$ cat src/rtl/prim_rec_node_p.sv
// prim_rec_node_p -- primitive-recursion operator node.
//   f(x,0)   = g(x)
//   f(x,y+1) = h(x, y, f(x,y))
// Handshakes with a parent through ST/RD and with two child operator nodes
// (g, h) through their own start/ready pairs. Ready signals are edge-based:
// only a 0->1 transition on ST, G_RD or H_RD is treated as an event.
// Optional feature: define PRIM_REC_TIMEOUT_EN to add parameter TIMEOUT and
// output ERR. A child that does not answer within TIMEOUT cycles makes the
// node abort with RES=0 and ERR=1.
module prim_rec_node_p #(
   parameter int WIDTH   = 16,
   parameter int NARGS   = 2,
   parameter int REC_IDX = NARGS - 1,
   parameter int CNT_W   = 16
`ifdef PRIM_REC_TIMEOUT_EN
   ,
   parameter int TIMEOUT = 65535
`endif
) (
   input  logic                   CLK,
   input  logic                   RST,
   input  logic                   ST,
   input  logic [NARGS*WIDTH-1:0] ARGS,
   output logic                   RD,
   output logic [WIDTH-1:0]       RES,
   output logic                   G_ST,
   input  logic                   G_RD,
   input  logic [WIDTH-1:0]       G_RES,
   output logic                   H_ST,
   input  logic                   H_RD,
   input  logic [WIDTH-1:0]       H_RES,
   output logic [NARGS*WIDTH-1:0] H_ARGS,
   output logic [WIDTH-1:0]       H_ACC
`ifdef PRIM_REC_TIMEOUT_EN
   ,
   output logic                   ERR
`endif
);

   typedef enum logic [1:0] {
      IDLE  = 2'd0,
      G_RUN = 2'd1,
      H_RUN = 2'd2
   } state_t;

   state_t                        state, state_d;

   // Arguments latched at start; slot REC_IDX holds y.
   logic [NARGS-1:0][WIDTH-1:0]   args_q;
   logic [CNT_W-1:0]              cnt;
   logic [CNT_W-1:0]              cnt_nxt;
   logic [CNT_W-1:0]              y_ext;

   // Previous-cycle levels for edge detection.
   logic                          st_q, g_rd_q, h_rd_q;
   logic                          st_edge, g_edge, h_edge;

   // Decisions made by the next-state logic, applied by the register block.
   logic                          start_g, start_h;
   logic                          done;
   logic [WIDTH-1:0]              res_d;
   logic                          acc_ld;
   logic [WIDTH-1:0]              acc_d;
   logic                          cnt_inc;
   logic                          tmo_hit;

   assign st_edge = ST   & ~st_q;
   assign g_edge  = G_RD & ~g_rd_q;
   assign h_edge  = H_RD & ~h_rd_q;

   assign cnt_nxt = cnt + CNT_W'(1);
   assign y_ext   = CNT_W'(args_q[REC_IDX]);

   // h sees the latched arguments with the recursion slot replaced by the
   // current iteration index.
   for (genvar k = 0; k < NARGS; k++) begin : g_hargs
      if (k == REC_IDX) begin : g_rec
         assign H_ARGS[k*WIDTH +: WIDTH] = cnt[WIDTH-1:0];
      end else begin : g_pass
         assign H_ARGS[k*WIDTH +: WIDTH] = args_q[k];
      end
   end

`ifdef PRIM_REC_TIMEOUT_EN
   localparam int TW = (TIMEOUT < 2) ? 1 : $clog2(TIMEOUT + 1);

   logic [TW-1:0] tmo_cnt;
   logic          err_set;

   // tmo_cnt counts cycles spent waiting on the current child; it restarts
   // with every child start pulse, so hitting TIMEOUT-1 here means TIMEOUT
   // cycles have elapsed since that pulse.
   assign tmo_hit = (tmo_cnt == TW'(TIMEOUT - 1));
`else
   assign tmo_hit = 1'b0;
`endif

   // Next-state and per-cycle control decisions.
   always_comb begin
      state_d = state;
      start_g = 1'b0;
      start_h = 1'b0;
      done    = 1'b0;
      res_d   = '0;
      acc_ld  = 1'b0;
      acc_d   = '0;
      cnt_inc = 1'b0;
`ifdef PRIM_REC_TIMEOUT_EN
      err_set = 1'b0;
`endif
      case (state)
         IDLE: begin
            if (st_edge) begin
               start_g = 1'b1;
               state_d = G_RUN;
            end
         end
         G_RUN: begin
            if (g_edge) begin
               acc_ld = 1'b1;
               acc_d  = G_RES;
               if (args_q[REC_IDX] == '0) begin
                  done    = 1'b1;
                  res_d   = G_RES;
                  state_d = IDLE;
               end else begin
                  start_h = 1'b1;
                  state_d = H_RUN;
               end
            end else if (tmo_hit) begin
               done    = 1'b1;
               state_d = IDLE;
`ifdef PRIM_REC_TIMEOUT_EN
               err_set = 1'b1;
`endif
            end
         end
         H_RUN: begin
            if (h_edge) begin
               acc_ld  = 1'b1;
               acc_d   = H_RES;
               cnt_inc = 1'b1;
               if (cnt_nxt == y_ext) begin
                  done    = 1'b1;
                  res_d   = H_RES;
                  state_d = IDLE;
               end else begin
                  start_h = 1'b1;
               end
            end else if (tmo_hit) begin
               done    = 1'b1;
               state_d = IDLE;
`ifdef PRIM_REC_TIMEOUT_EN
               err_set = 1'b1;
`endif
            end
         end
         default: state_d = IDLE;
      endcase
   end

   // State, datapath and registered handshake outputs.
   always_ff @(posedge CLK) begin
      if (!RST) begin
         state  <= IDLE;
         st_q   <= 1'b0;
         g_rd_q <= 1'b0;
         h_rd_q <= 1'b0;
         args_q <= '0;
         cnt    <= '0;
         RD     <= 1'b1;
         RES    <= '0;
         G_ST   <= 1'b0;
         H_ST   <= 1'b0;
         H_ACC  <= '0;
      end else begin
         state  <= state_d;
         st_q   <= ST;
         g_rd_q <= G_RD;
         h_rd_q <= H_RD;
         G_ST   <= start_g;
         H_ST   <= start_h;
         if (start_g) begin
            args_q <= ARGS;
            cnt    <= '0;
            RD     <= 1'b0;
         end
         if (cnt_inc)
            cnt <= cnt_nxt;
         if (acc_ld)
            H_ACC <= acc_d;
         if (done) begin
            RES <= res_d;
            RD  <= 1'b1;
         end
      end
   end

`ifdef PRIM_REC_TIMEOUT_EN
   // Child-wait watchdog and sticky error flag (cleared by the next start).
   always_ff @(posedge CLK) begin
      if (!RST) begin
         tmo_cnt <= '0;
         ERR     <= 1'b0;
      end else begin
         if (start_g || start_h)
            tmo_cnt <= '0;
         else if (state != IDLE)
            tmo_cnt <= tmo_cnt + TW'(1);
         if (start_g)
            ERR <= 1'b0;
         else if (err_set)
            ERR <= 1'b1;
      end
   end
`endif

endmodule

$ cat config.mk
export PLATFORM = sky130hd
export DESIGN_NAME = prim_rec_node_p
export DESIGN_NICKNAME = d
export VERILOG_FILES = /design/src/rtl/prim_rec_node_p.sv
export SDC_FILE = /design/constraint.sdc
export NUM_CORES = 1
export LEC_CHECK = 0
export ABC_CLOCK_PERIOD_IN_PS = 3200
export CORE_ASPECT_RATIO = 0.7
export CORE_MARGIN = 1
export CORE_UTILIZATION = 47
export CTS_CLUSTER_SIZE = 10
export DETAILED_ROUTE_END_ITERATION = 16
export PLACE_DENSITY = 0.8
export SYNTH_ARGS = -nofsm -noshare
export SYNTH_HDL_FRONTEND = slang
export SYNTH_SLANG_ARGS = --single-unit
export TNS_END_PERCENT = 100
$ cat constraint.sdc
create_clock -name CLK -period 3.2 [get_ports CLK]
set_input_delay 0.64 -clock CLK [delete_from_list [all_inputs] [get_ports CLK]]
set_output_delay 0.64 -clock CLK [all_outputs]
set_load 0.01 [all_outputs]
; After elaboration in Yosys (flattened, before gate mapping)
; Index checks and enable logic that the tools add are counted.
[totals]
regBits = 88
in_bits = 69
output_inout_bits = 67
elab_cells = 64
[op_classes]
addsub = 1
eq_ne = 7
mux = 32
bitwise = 7
reduce_logical = 5
[ops]
columns = operator, count
row1 = 16-bit 2-to-1 mux, 8
row2 = 16-bit case mux with 2 select lines, 2
row3 = "16-bit by 1-bit adder with 16-bit output, second input constant", 1
row4 = 16-bit equality test, 1
row5 = 16-bit logical NOT, 1
row6 = 1-bit 2-to-1 mux, 13
row7 = 2-bit 2-to-1 mux, 5
row8 = "2-bit != test, second input constant", 4
row9 = 1-bit case mux with 2 select lines, 3
row10 = 2-bit case mux with 3 select lines, 1
row11 = 1-bit NOT, 4
row12 = 4-bit AND reduction, 1
row13 = 1-bit AND, 3
row14 = "2-bit by 1-bit equality test with 1-bit output, second input constant", 1
row15 = "2-bit equality test, second input constant", 1
row16 = 2-bit logical NOT, 1
row17 = 2-bit nonzero test, 1
row18 = 2-bit OR reduction, 1

; Depth between registers and ports, before layout
; Gate-level depths: netlist of the first run.
[depth]
depth_word = 6
mapped_depth = 10

; Worst setup path before layout of the first run
; Ideal clock, no wire load.
[synth_timing]
path_kind = register to register
startpoint = register cnt[0]
endpoint = register RES[4]
setup_ns = 0.122
t_arrival_ns = 2.519
t_required_ns = 3.078
slack_ns = 0.559
stages_incl_launch_ff = 10
period_less_slack_ns = 2.641
cell_sequence = dfxtp_1 -> ha_1 -> nand3_4 -> or3_1 -> o21ai_1 -> nor2b_1 -> and4b_4 -> a311oi_4 -> buf_4 -> a221o_1
[synth_via]
elab_chain_len = 5
word_cells_on_any_way = 8
[synth_lines]
columns = element, line_no
row1 = start: declaration, 50  ; logic [CNT_W-1:0] cnt;
row2 = start signal: assignment, 189  ; cnt <= cnt_nxt;
row3 = 16-bit by 1-bit adder with 16-bit output (*), 71  ; assign cnt_nxt = cnt + CNT_W'(1);
row4 = 16-bit equality test (*), 143  ; if (cnt_nxt == y_ext) begin
row5 = 16-bit 2-to-1 mux or 1-bit 2-to-1 mux (tied branches), 143
row6 = 16-bit 2-to-1 mux or 1-bit 2-to-1 mux (tied branches), 139  ; if (h_edge) begin
row7 = 16-bit case mux with 2 select lines or 1-bit case mux with 2 select lines (tied branches), 111  ; case (state)
row8 = end signal: assignment, 193  ; RES <= res_d;
row9 = end: declaration, 25  ; output logic [WIDTH-1:0] RES,
; Mark *: on every way between the ends. The rest lies on a longest branch, timed or not.
; A chain may end at the register's enable or synchronous reset.

; Worst setup path in the final report of the first run
[layout_timing]
startpoint = register cnt[0]
endpoint = register RES[12]
; The elaborated chain is that of the path after synthesis.

==> results of run 1 <==
==> worst min-delay path: cells and delay by family (launching register included) <==
| family | cells | cell delay (ps) |
|---|---|---|
| flops | 1 | 310 |
| simple gates | 1 | 50 |
| compound gates | 1 | 50 |
==> synth_stat cells (2+ instances only) <==
library cell,n
a21o_1,16
a21oi_1,45
a221o_1,16
a22oi_1,22
a311oi_1,2
a31oi_1,4
a32o_1,16
and2_1,5
and3_1,24
and4_1,3
buf_2,5
buf_4,2
clkbuf_1,32
dfxtp_1,88
ha_1,4
inv_1,7
mux2i_1,3
nand2_1,84
nand2b_1,2
nand3_1,6
nand3_4,2
nand4_1,9
nand4b_1,2
nor2_1,50
nor2b_1,4
nor3_1,8
nor3_4,2
nor4_1,8
nor4_2,2
o21ai_0,13
o21ai_1,3
o22ai_1,2
or2_2,2
or3_1,3
xnor2_1,15
xor2_1,4
==> cells by family (layout without fill, tap and decap cells) <==
family          count (synthesis)  count (layout)  synth area share
compound gates                147             147             0.240
fa+ha+maj                       4               4            0.0114
mux                             3               3           0.00684
flops                          88              88             0.401
xor+xnor                       19              19            0.0379
simple gates                  222             222             0.259
buf+inv                        48             176            0.0442
==> routing by layer <==
layer,global-route usage,up-vias
met5,0,-
met4,0.0688,0
met3,0.0728,18
met2,0.410,256
met1,0.430,2082
li1,-,2181
==> state kept, by name, summed over array words and instances (netlist names) <==
register / cells
G_ST: 1
H_ACC: 16
H_ARGS: 16
H_ST: 1
RD: 1
RES: 16
cnt: 16
g_rd_q: 1
h_rd_q: 1
st_q: 1
state: 2
y_ext: 16
==> area by class of cell <==
cell class,count,area share
Multi-Input combinational cell,395,0.394
Clock buffer,11,0.0407
Sequential cell,88,0.284
Timing Repair Buffer,152,0.238
Clock inverter,5,0.0137
Tap cell,124,0.0250
Inverter,8,0.00484
==> worst max-delay path by stage <==
| stage | from | end | slack (ps) | cells after the start |
|---|---|---|---|---|
| after floorplan | cnt[0]$_SDFFE_PN0P_ | RES[4]$_SDFFE_PN0P_ | 560 | 9 |
| after global placement | cnt[0]$_SDFFE_PN0P_ | RES[4]$_SDFFE_PN0P_ | 380 | 9 |
| after detailed placement | cnt[0]$_SDFFE_PN0P_ | RES[12]$_SDFFE_PN0P_ | 280 | 9 |
| after CTS | cnt[0]$_SDFFE_PN0P_ | RES[12]$_SDFFE_PN0P_ | 240 | 9 |
| after global routing | cnt[0]$_SDFFE_PN0P_ | state[1]$_SDFFE_PN0P_ | 100 | 8 |
| final | cnt[0]$_SDFFE_PN0P_ | RES[12]$_SDFFE_PN0P_ | 240 | 9 |
==> what timing repair did <==
item                                    in CTS  in global routing
gates resized for setup                      0                  1
endpoints found under the hold margin        0                  0
endpoints found under the setup margin       0                 16
hold buffers                                 0                  0
==> stage by stage <==
step	util	setup slack, ps	cell area, sq um
4_1_cts	0.684	240	6200
2_1_floorplan	-	559	4390
3_3_place_gp	0.646	377	5860
5_1_grt	0.684	95.6	6210
3_5_place_dp	0.646	282	5860
6_report	0.684	241	6210
==> power by group <==
part / internal [W] / switching [W] / leakage [nW]
Sequential: 0.00120 / 0.0000888 / 0.715
Combinational: 0.000424 / 0.000593 / 1.54
Clock: 0.000733 / 0.000449 / 0.163
==> flow_summary.ini, run 1 <==
[run_status]
status = completed

[clock_network]
cts_tree = yes
cts.htree.levels = 3
post_cts_buffers = 0
clk_latency_ps = 340
clkTransAtPathRegs_ps = 70
max-clock-path-buffers = 2
clkSinkCount = 88
cts-root-buf = clkbuf_16
tritoncts.num_buffers = 9

[setup_path]
worstSetupEndpointType = register
slowest_stage = dfxtp_1
r2r-start = cnt[0]$_SDFFE_PN0P_
worstPathCellList = ha_1 > nand3_4 > nor4_2 > mux2i_1 > o21ai_1 > nor2_1 > a311oi_4 > buf_4 > a221o_1
critical_path_required_ps = 3420
path_delay_family = simple AND/OR/NAND/NOR gates
r2r_cells = 9
crit_buf_inv = 1
rr_endpoint = RES[12]$_SDFFE_PN0P_
rrSetupSlack_ps = 240
crit_type = reg -> reg
cp-start-kind = register
critical_path.max_fanout = 16
worstPathArrival_ps = 3180
cp_slowest_stage_delay_ps = 480

[synthesis]
seq_area_frac_synth = 0.401
async_flop_share = 0
synth_ff_type = dfxtp_1
yosysWarnings = 0
avgSynthCellArea_sq_um = 8.27
synth_area_sq_mm = 0.00439
syn-instance-count = 531
ys_top_cells_by_area = dfxtp_1 40%, nand2_1 7.2%, a21oi_1 5.1%, nor2_1 4.3%, a22oi_1 3.8%
synth_top_area_share = 0.401
ys_ff_latch = 88
ys_types = 52
synth-edff-count = 0
synth_top_cell_by_area = dfxtp_1
synth_nets = 604

[pwr]
p_leak_nw = 2.42
peakVddDrop_mv = 0.420
power.density_mw_per_mm2 = 561
power_w = 0.00348

[detailed_routing]
num_vias = 4537
routed_wl_um = 13900
drt_iter0_markers = 443
top_layer = met4
drt_pass1_iterations = 6
dr_wl_met2_um = 5750
routed_wire_length_per_instance_um = 17.8
ant_nets = 0
routed-wl-met3_um = 1480
wl_met1_um = 6540
drc = 0
viasPerCell = 5.79

[floorplan]
fp.dieH_um = 82.9
dieWidth_um = 118
die_area_sq_mm = 0.00974
initial_core_util = 0.484
boundaryPins = 136
core_sq_mm = 0.00907
num_rows = 29

[placement]
gp_congestion = 0.909
numPortBuffers = 135
place_inst = 767
dp_hpwl_um = 10100

[global_routing]
grt_max_degree = 36
grt_use_total = 0.288
antenna_found_initial = 0
grt_pass1_vias = 4230
grt_overflow = 0
grt_pass1_wl_um = 22000

[min_path]
holdCritStartpoint = H_ARGS[0]$_SDFFE_PN0P_
min_path_cells = 2
hold_end = H_ARGS[0]$_SDFFE_PN0P_
hp-class = reg -> reg

[sta]
tightest_slew_ps = 1160
setup_viol = 0
max_freq_mhz = 338
hold_slack_ps = 459
slew_headroom = 0.223
fin_setup_tns_ps = 0
period_needed_ps = 2960
rsz0062_at_grt = false
final_max_slew_viol_count = 0
hold_viol_final = 0
fin_skew_ps = 9.04
fin_crit_sh = 0.925

[finish]
final_common_cell = clkdlybuf4s50_1
syn2layout_area_growth_pct = 41.4
multi_input_area_sq_mm = 0.00244
seq_area_sq_mm = 0.00176
layout_common_cells = 135 x clkdlybuf4s50_1, 88 x dfxtp_1, 84 x nand2_1, 48 x nor2_1, 45 x a21oi_1
final_layout_size_suffix_gt1_frac = 0.0744
fin_nets = 727
instances_no_fill = 783
num-fill-cells = 740
antenna_cells = 0

[run]
maxCapViolCount = 0
No activity file was read; power rests on OpenSTA's default activity.
==> run 2: changes to the inputs <==
--- a/config.mk
+++ b/config.mk
@@ -8,10 +8,9 @@
 export ABC_CLOCK_PERIOD_IN_PS = 3200
 export CORE_ASPECT_RATIO = 0.7
 export CORE_MARGIN = 1
-export CORE_UTILIZATION = 47
+export CORE_UTILIZATION = 30
 export CTS_CLUSTER_SIZE = 10
 export DETAILED_ROUTE_END_ITERATION = 16
-export PLACE_DENSITY = 0.8
 export SYNTH_ARGS = -nofsm -noshare
 export SYNTH_HDL_FRONTEND = slang
 export SYNTH_SLANG_ARGS = --single-unit
==> constraint.sdc (replaced) <==
create_clock -name CLK -period 3.2 [get_ports CLK]
set_input_delay 0.64 -clock CLK [delete_from_list [all_inputs] [get_ports CLK]]
set_output_delay 0.64 -clock CLK [all_outputs]
set_load 0.1 [all_outputs]
==> run 2 against run 1 <==
Wire length increased by 2.7%. Register-to-register slack better by 70 ps. Sequential power barely moved. Flip-flop and latch count stayed put. Die area up 55%. Hold slack got worse by 4.7 ps. Via count decreased by 0.99%. Total power rose by 11%. Non-clock buffer count is 2 lower. Sequential share of layout area up 0.52 points. Clock skew fell by 1.2 ps. Critical path type unchanged. Critical endpoint is now RES[5]$_SDFFE_PN0P_. Largest power group is now combinational cells.
==> flow_summary.ini, run 2 (synthesis results as in run 1) <==
[finish]
fin_nets = 725
num-fill-cells = 1360
antenna_cells = 0
final_common_cell = dfxtp_1
final_layout_size_suffix_gt1_frac = 0.175
layout_common_cells = 86 x dfxtp_1, 84 x nand2_1, 82 x buf_4, 68 x clkdlybuf4s50_1, 48 x nor2_1
syn2layout_area_growth_pct = 39.1

[pwr]
power_w = 0.00385
p_leak_nw = 2.55
p_int_w = 0.00231
swShare = 0.400
switchingPower_w = 0.00154
combPwrFrac = 0.363
seqPwrFrac = 0.334
power.density_mw_per_mm2 = 631
peakVddDrop_mv = 0.369
power.share.clock = 0.303

[setup_path]
r2r-start = cnt[0]$_SDFFE_PN0P_
worstPathCellList = ha_1 > nand3_4 > nor4_2 > mux2i_1 > o21ai_1 > nor2_1 > a311oi_4 > buf_4 > a221o_1
cp-start-kind = register
cp-startpoint = cnt[0]$_SDFFE_PN0P_
critical_path.max_fanout = 16
slowest_stage = nor4_2
rr_endpoint = RES[5]$_SDFFE_PN0P_
cp_slowest_stage_delay_ps = 460
worstSetupEndpointType = register
r2r_cells = 9
crit_buf_inv = 1
rrSetupSlack_ps = 320
crit_type = reg -> reg
worstPathArrival_ps = 3100
path_delay_family = simple AND/OR/NAND/NOR gates
critical_path_required_ps = 3420

[min_path]
holdCritStartpoint = H_ARGS[11]$_SDFFE_PN0P_
hp-class = reg -> reg
hold_end = H_ARGS[11]$_SDFFE_PN0P_
min_path_cells = 2

[sta]
rsz0062_at_grt = false
hold_viol_final = 0
fin_setup_tns_ps = 0
slew_headroom = 0.218
max_freq_mhz = 347
fin_crit_sh = 0.901
period_needed_ps = 2880
final_max_slew_viol_count = 0
fin_skew_ps = 7.86
hold_slack_ps = 454
tightest_slew_ps = 1160
setup_viol = 0

[global_routing]
met3_usage = 0.0605
grt_use_met2 = 0.275
grt_max_degree = 35
grt_overflow = 0
antenna_found_initial = 0
gr-max-usage-layer = met2
grt_use_total = 0.189
grt.met1_usage = 0.270
grt_pass1_wl_um = 22500
grt_pass1_vias = 4250

[clock_network]
post_cts_buffers = 0
cts-root-buf = clkbuf_16
tritoncts.num_buffers = 9
clkTransAtPathRegs_ps = 70
max-clock-path-buffers = 2
clk_latency_ps = 330
clkSinkCount = 88
cts_tree = yes
cts.htree.levels = 3
cts.repair.resized = 0
holdBufCountCts = 0

[floorplan]
boundaryPins = 136
die_area_sq_mm = 0.0151
fp.dieH_um = 103
dieWidth_um = 147
num_rows = 36
initial_core_util = 0.311
core_sq_mm = 0.0141

[detailed_routing]
drc = 0
routed_wire_length_per_instance_um = 16.9
num_vias = 4492
viasPerCell = 5.30
ant_nets = 0
routed_wl_um = 14300
drt_pass1_iterations = 6
drt_iter0_markers = 240

[placement]
gp_congestion = 0.885
dp_hpwl_um = 10800
numPortBuffers = 135

[run_status]
status = completed

[run]
maxCapViolCount = 0
## run 2: per-stage QoR
| stage | util | area, sq um | instances | setup slack, ps |
|---|---|---|---|---|
| 4_1_cts | 0.433 | 6100 | 847 | 301 |
| 6_report | 0.433 | 6100 | 847 | 316 |
| 3_3_place_gp | 0.409 | 5770 | 831 | 407 |
| 5_1_grt | 0.433 | 6100 | 847 | 101 |
| 3_5_place_dp | 0.409 | 5770 | 831 | 343 |
| 2_1_floorplan | - | 4390 | 531 | 53.0 |
## run 2: worst max-delay path by stage
stage | endpoint | cells after the start
finish | RES[5]$_SDFFE_PN0P_ | 9
global route | RES[5]$_SDFFE_PN0P_ | 9
CTS | RES[5]$_SDFFE_PN0P_ | 9
detailed placement | RES[5]$_SDFFE_PN0P_ | 9
global placement | RES[11]$_SDFFE_PN0P_ | 9
floorplan | RES[4]$_SDFFE_PN0P_ | 9
## run 2: final cells by class
| class | instances | area, sq um | share of cell area |
|---|---|---|---|
| multi-input cells | 395 | 2440 | 0.400 |
| flip-flops and latches | 88 | 1760 | 0.289 |
| repair buffers | 150 | 1300 | 0.212 |
| clock buffers | 10 | 239 | 0.0392 |
| well taps | 190 | 238 | 0.0390 |
| clock inverters | 6 | 97.6 | 0.0160 |
| inverters | 8 | 30.0 | 0.00492 |
## run 2: power groups by stage
stage / Combinational, W / Sequential, W / Clock, W
2_1_floorplan: 0.000578 / 0.00172 / 0
3_3_place_gp: 0.00137 / 0.00130 / 0
3_5_place_dp: 0.00139 / 0.00131 / 0
4_1_cts: 0.00140 / 0.00129 / 0.00120
5_1_grt: 0.00150 / 0.00130 / 0.00125
6_report: 0.00140 / 0.00129 / 0.00117
## run 2: layer usage
metal,wire (um),vias to the layer above
met5,0,-
met2,6080,166
met4,91,0
li1,-,2185
met1,7110,2132
met3,1030,9
## run 2: worst register-to-register path: stages, from the launching register on
cell and delay [ps]:
dfxtp_2 440, ha_1 340, nand3_4 180, nor4_2 460
mux2i_1 290, o21ai_1 120, nor2_1 230, a311oi_4 130
buf_4 210, a221o_1 370
==> run 3: changes to the inputs <==
--- a/config.mk
+++ b/config.mk
@@ -8,9 +8,11 @@
 export ABC_CLOCK_PERIOD_IN_PS = 3200
 export CORE_ASPECT_RATIO = 0.7
 export CORE_MARGIN = 1
-export CORE_UTILIZATION = 30
+export CORE_UTILIZATION = 47
 export CTS_CLUSTER_SIZE = 10
 export DETAILED_ROUTE_END_ITERATION = 16
+export PLACE_DENSITY = 0.8
+export SETUP_SLACK_MARGIN = 0.2
 export SYNTH_ARGS = -nofsm -noshare
 export SYNTH_HDL_FRONTEND = slang
 export SYNTH_SLANG_ARGS = --single-unit
==> run 3 against run 2 <==
Critical path depth is the same. Via count grew 2.6%. Fmax increased by 3.7%. Flip-flop and latch count unchanged. Cell count decreased by 8.0%. Global-route usage grew 8.5 points. Register-to-register slack better by 100 ps. Clock skew is 1.6 ps lower. Sequential power about the same. Die area shrank 36%. Wire length down 6.2%.
==> flow_summary.ini, run 3 (synthesis results as in run 1) <==
[detailed_routing]
routed_wl_um = 13400
viasPerCell = 5.92
num_vias = 4609
drc = 0
routed_wire_length_per_instance_um = 17.2
drt_pass1_iterations = 6
ant_nets = 0
drt_iter0_markers = 484

[sta]
slew_headroom = 0.190
hold_viol_final = 0
rsz0062_at_grt = false
period_needed_ps = 2780
fin_skew_ps = 6.29
fin_setup_tns_ps = 0
hold_slack_ps = 452
fin_crit_sh = 0.869
max_freq_mhz = 360
setup_viol = 0
tightest_slew_ps = 1210
final_max_slew_viol_count = 0

[global_routing]
antenna_found_initial = 0
grt_pass1_wl_um = 21300
grt_max_degree = 57
grt_use_total = 0.274
grt_pass1_vias = 4153
grt_overflow = 0

[setup_path]
cp_num_cells = 9
worstPathArrival_ps = 3010
path_delay_family = simple AND/OR/NAND/NOR gates
critical_path.max_fanout = 16
worstPathCellList = ha_2 > nand3_4 > nor4_2 > mux2i_1 > o21ai_1 > nor2_1 > a311oi_4 > buf_4 > a221o_1
cp-startpoint = cnt[0]$_SDFFE_PN0P_
r2r_cells = 9
crit_buf_inv = 1
cp_slowest_stage_delay_ps = 430
critical_path_required_ps = 3430
crit_type = reg -> reg
cp-start-kind = register
worstSetupEndpointType = register
slowest_stage = nor4_2
r2r-start = cnt[0]$_SDFFE_PN0P_

[min_path]
min_path_cells = 2
holdCritStartpoint = H_ARGS[3]$_SDFFE_PN0P_
hp-class = reg -> reg

[floorplan]
fp.dieH_um = 82.9
core_sq_mm = 0.00907
dieWidth_um = 118
boundaryPins = 136
initial_core_util = 0.484
num_rows = 29
die_area_sq_mm = 0.00974

[finish]
final_layout_size_suffix_gt1_frac = 0.186
instances_no_fill = 779
syn2layout_area_growth_pct = 36.5
fin_nets = 723
final_common_cell = nand2_1
multi_input_area_sq_mm = 0.00244
layout_common_cells = 84 x nand2_1, 79 x buf_4, 77 x dfxtp_1, 68 x clkdlybuf4s50_1, 48 x nor2_1
seq_area_sq_mm = 0.00178
num-fill-cells = 796
fin_area_sq_mm = 0.00599
antenna_cells = 0

[clock_network]
cts_tree = yes
max-clock-path-buffers = 2
holdBufCountCts = 0
clkTransAtPathRegs_ps = 60
cts.htree.levels = 3
clkSinkCount = 88
cts-root-buf = clkbuf_16
clk_latency_ps = 350
tritoncts.num_buffers = 9

[placement]
gp_congestion = 0.894
numPortBuffers = 135
place_area_sq_mm = 0.00567
dp_hpwl_um = 9740
place_inst = 762

[pwr]
power.density_mw_per_mm2 = 625
p_leak_nw = 2.52
peakVddDrop_mv = 0.482

[run_status]
status = completed

[run]
maxCapViolCount = 0
## run 3: changes by cell type in the layout (fill, tap and decap cells not counted)
cell / before / now
clkinv_4: 1 / 2
buf_4: 82 / 79
ha_1: 4 / 3
bufinv_16: 2 / 1
buf_12: 0 / 1
dfxtp_1: 86 / 77
clkinv_2: 0 / 2
clkbuf_1: 0 / 1
inv_6: 2 / 0
clkbuf_8: 1 / 0
ha_2: 0 / 1
dfxtp_2: 2 / 11
## run 3: metal layers
layer	track usage	wire, um	vias to the layer above
met3	0.0790	1360	16
met1	0.384	6080	2182
met5	0	0	-
met2	0.406	5820	231
met4	0.0862	170	0
li1	-	-	2180
## run 3: worst paths after layout
path	end	slack, ps
max	RES[6]$_SDFFE_PN0P_	420
min	H_ARGS[3]$_SDFFE_PN0P_	450
max reg2reg	RES[6]$_SDFFE_PN0P_	420
min reg2reg	H_ARGS[3]$_SDFFE_PN0P_	450
## run 3: what timing repair did
| item | 4_1_cts | 5_1_grt |
|---|---|---|
| resized for setup | 0 | 1 |
| setup endpoints to repair | 0 | 16 |
| setup buffers | 0 | 1 |
## run 3: area by class of cell
class,instances,area share
flip-flops and latches,88,0.296
clock inverters,6,0.0115
multi-input cells,395,0.407
well taps,124,0.0259
inverters,8,0.00501
clock buffers,10,0.0382
repair buffers,148,0.216
## run 3: power breakdown
| group | switching (W) | internal [W] | total (W) |
|---|---|---|---|
| logic | 0.000993 | 0.000401 | 0.00139 |
| clock network | 0.000452 | 0.000611 | 0.00106 |
| registers | 0.0000915 | 0.00120 | 0.00129 |
## run 3: per-stage QoR
| stage | setup WS (ps) | util | total power, W |
|---|---|---|---|
| floorplan | 265 | - | 0.00230 |
| global placement | 460 | 0.625 | 0.00265 |
| detailed placement | 358 | 0.625 | 0.00269 |
| finish | 419 | 0.661 | 0.00374 |
| CTS | 319 | 0.658 | 0.00375 |
| global route | 279 | 0.661 | 0.00391 |
## run 3: tightest hold or removal path, cell delays in order (launching register included)
cell and delay [ps]:
dfxtp_1 310, nand2_1 50, a21oi_1 50
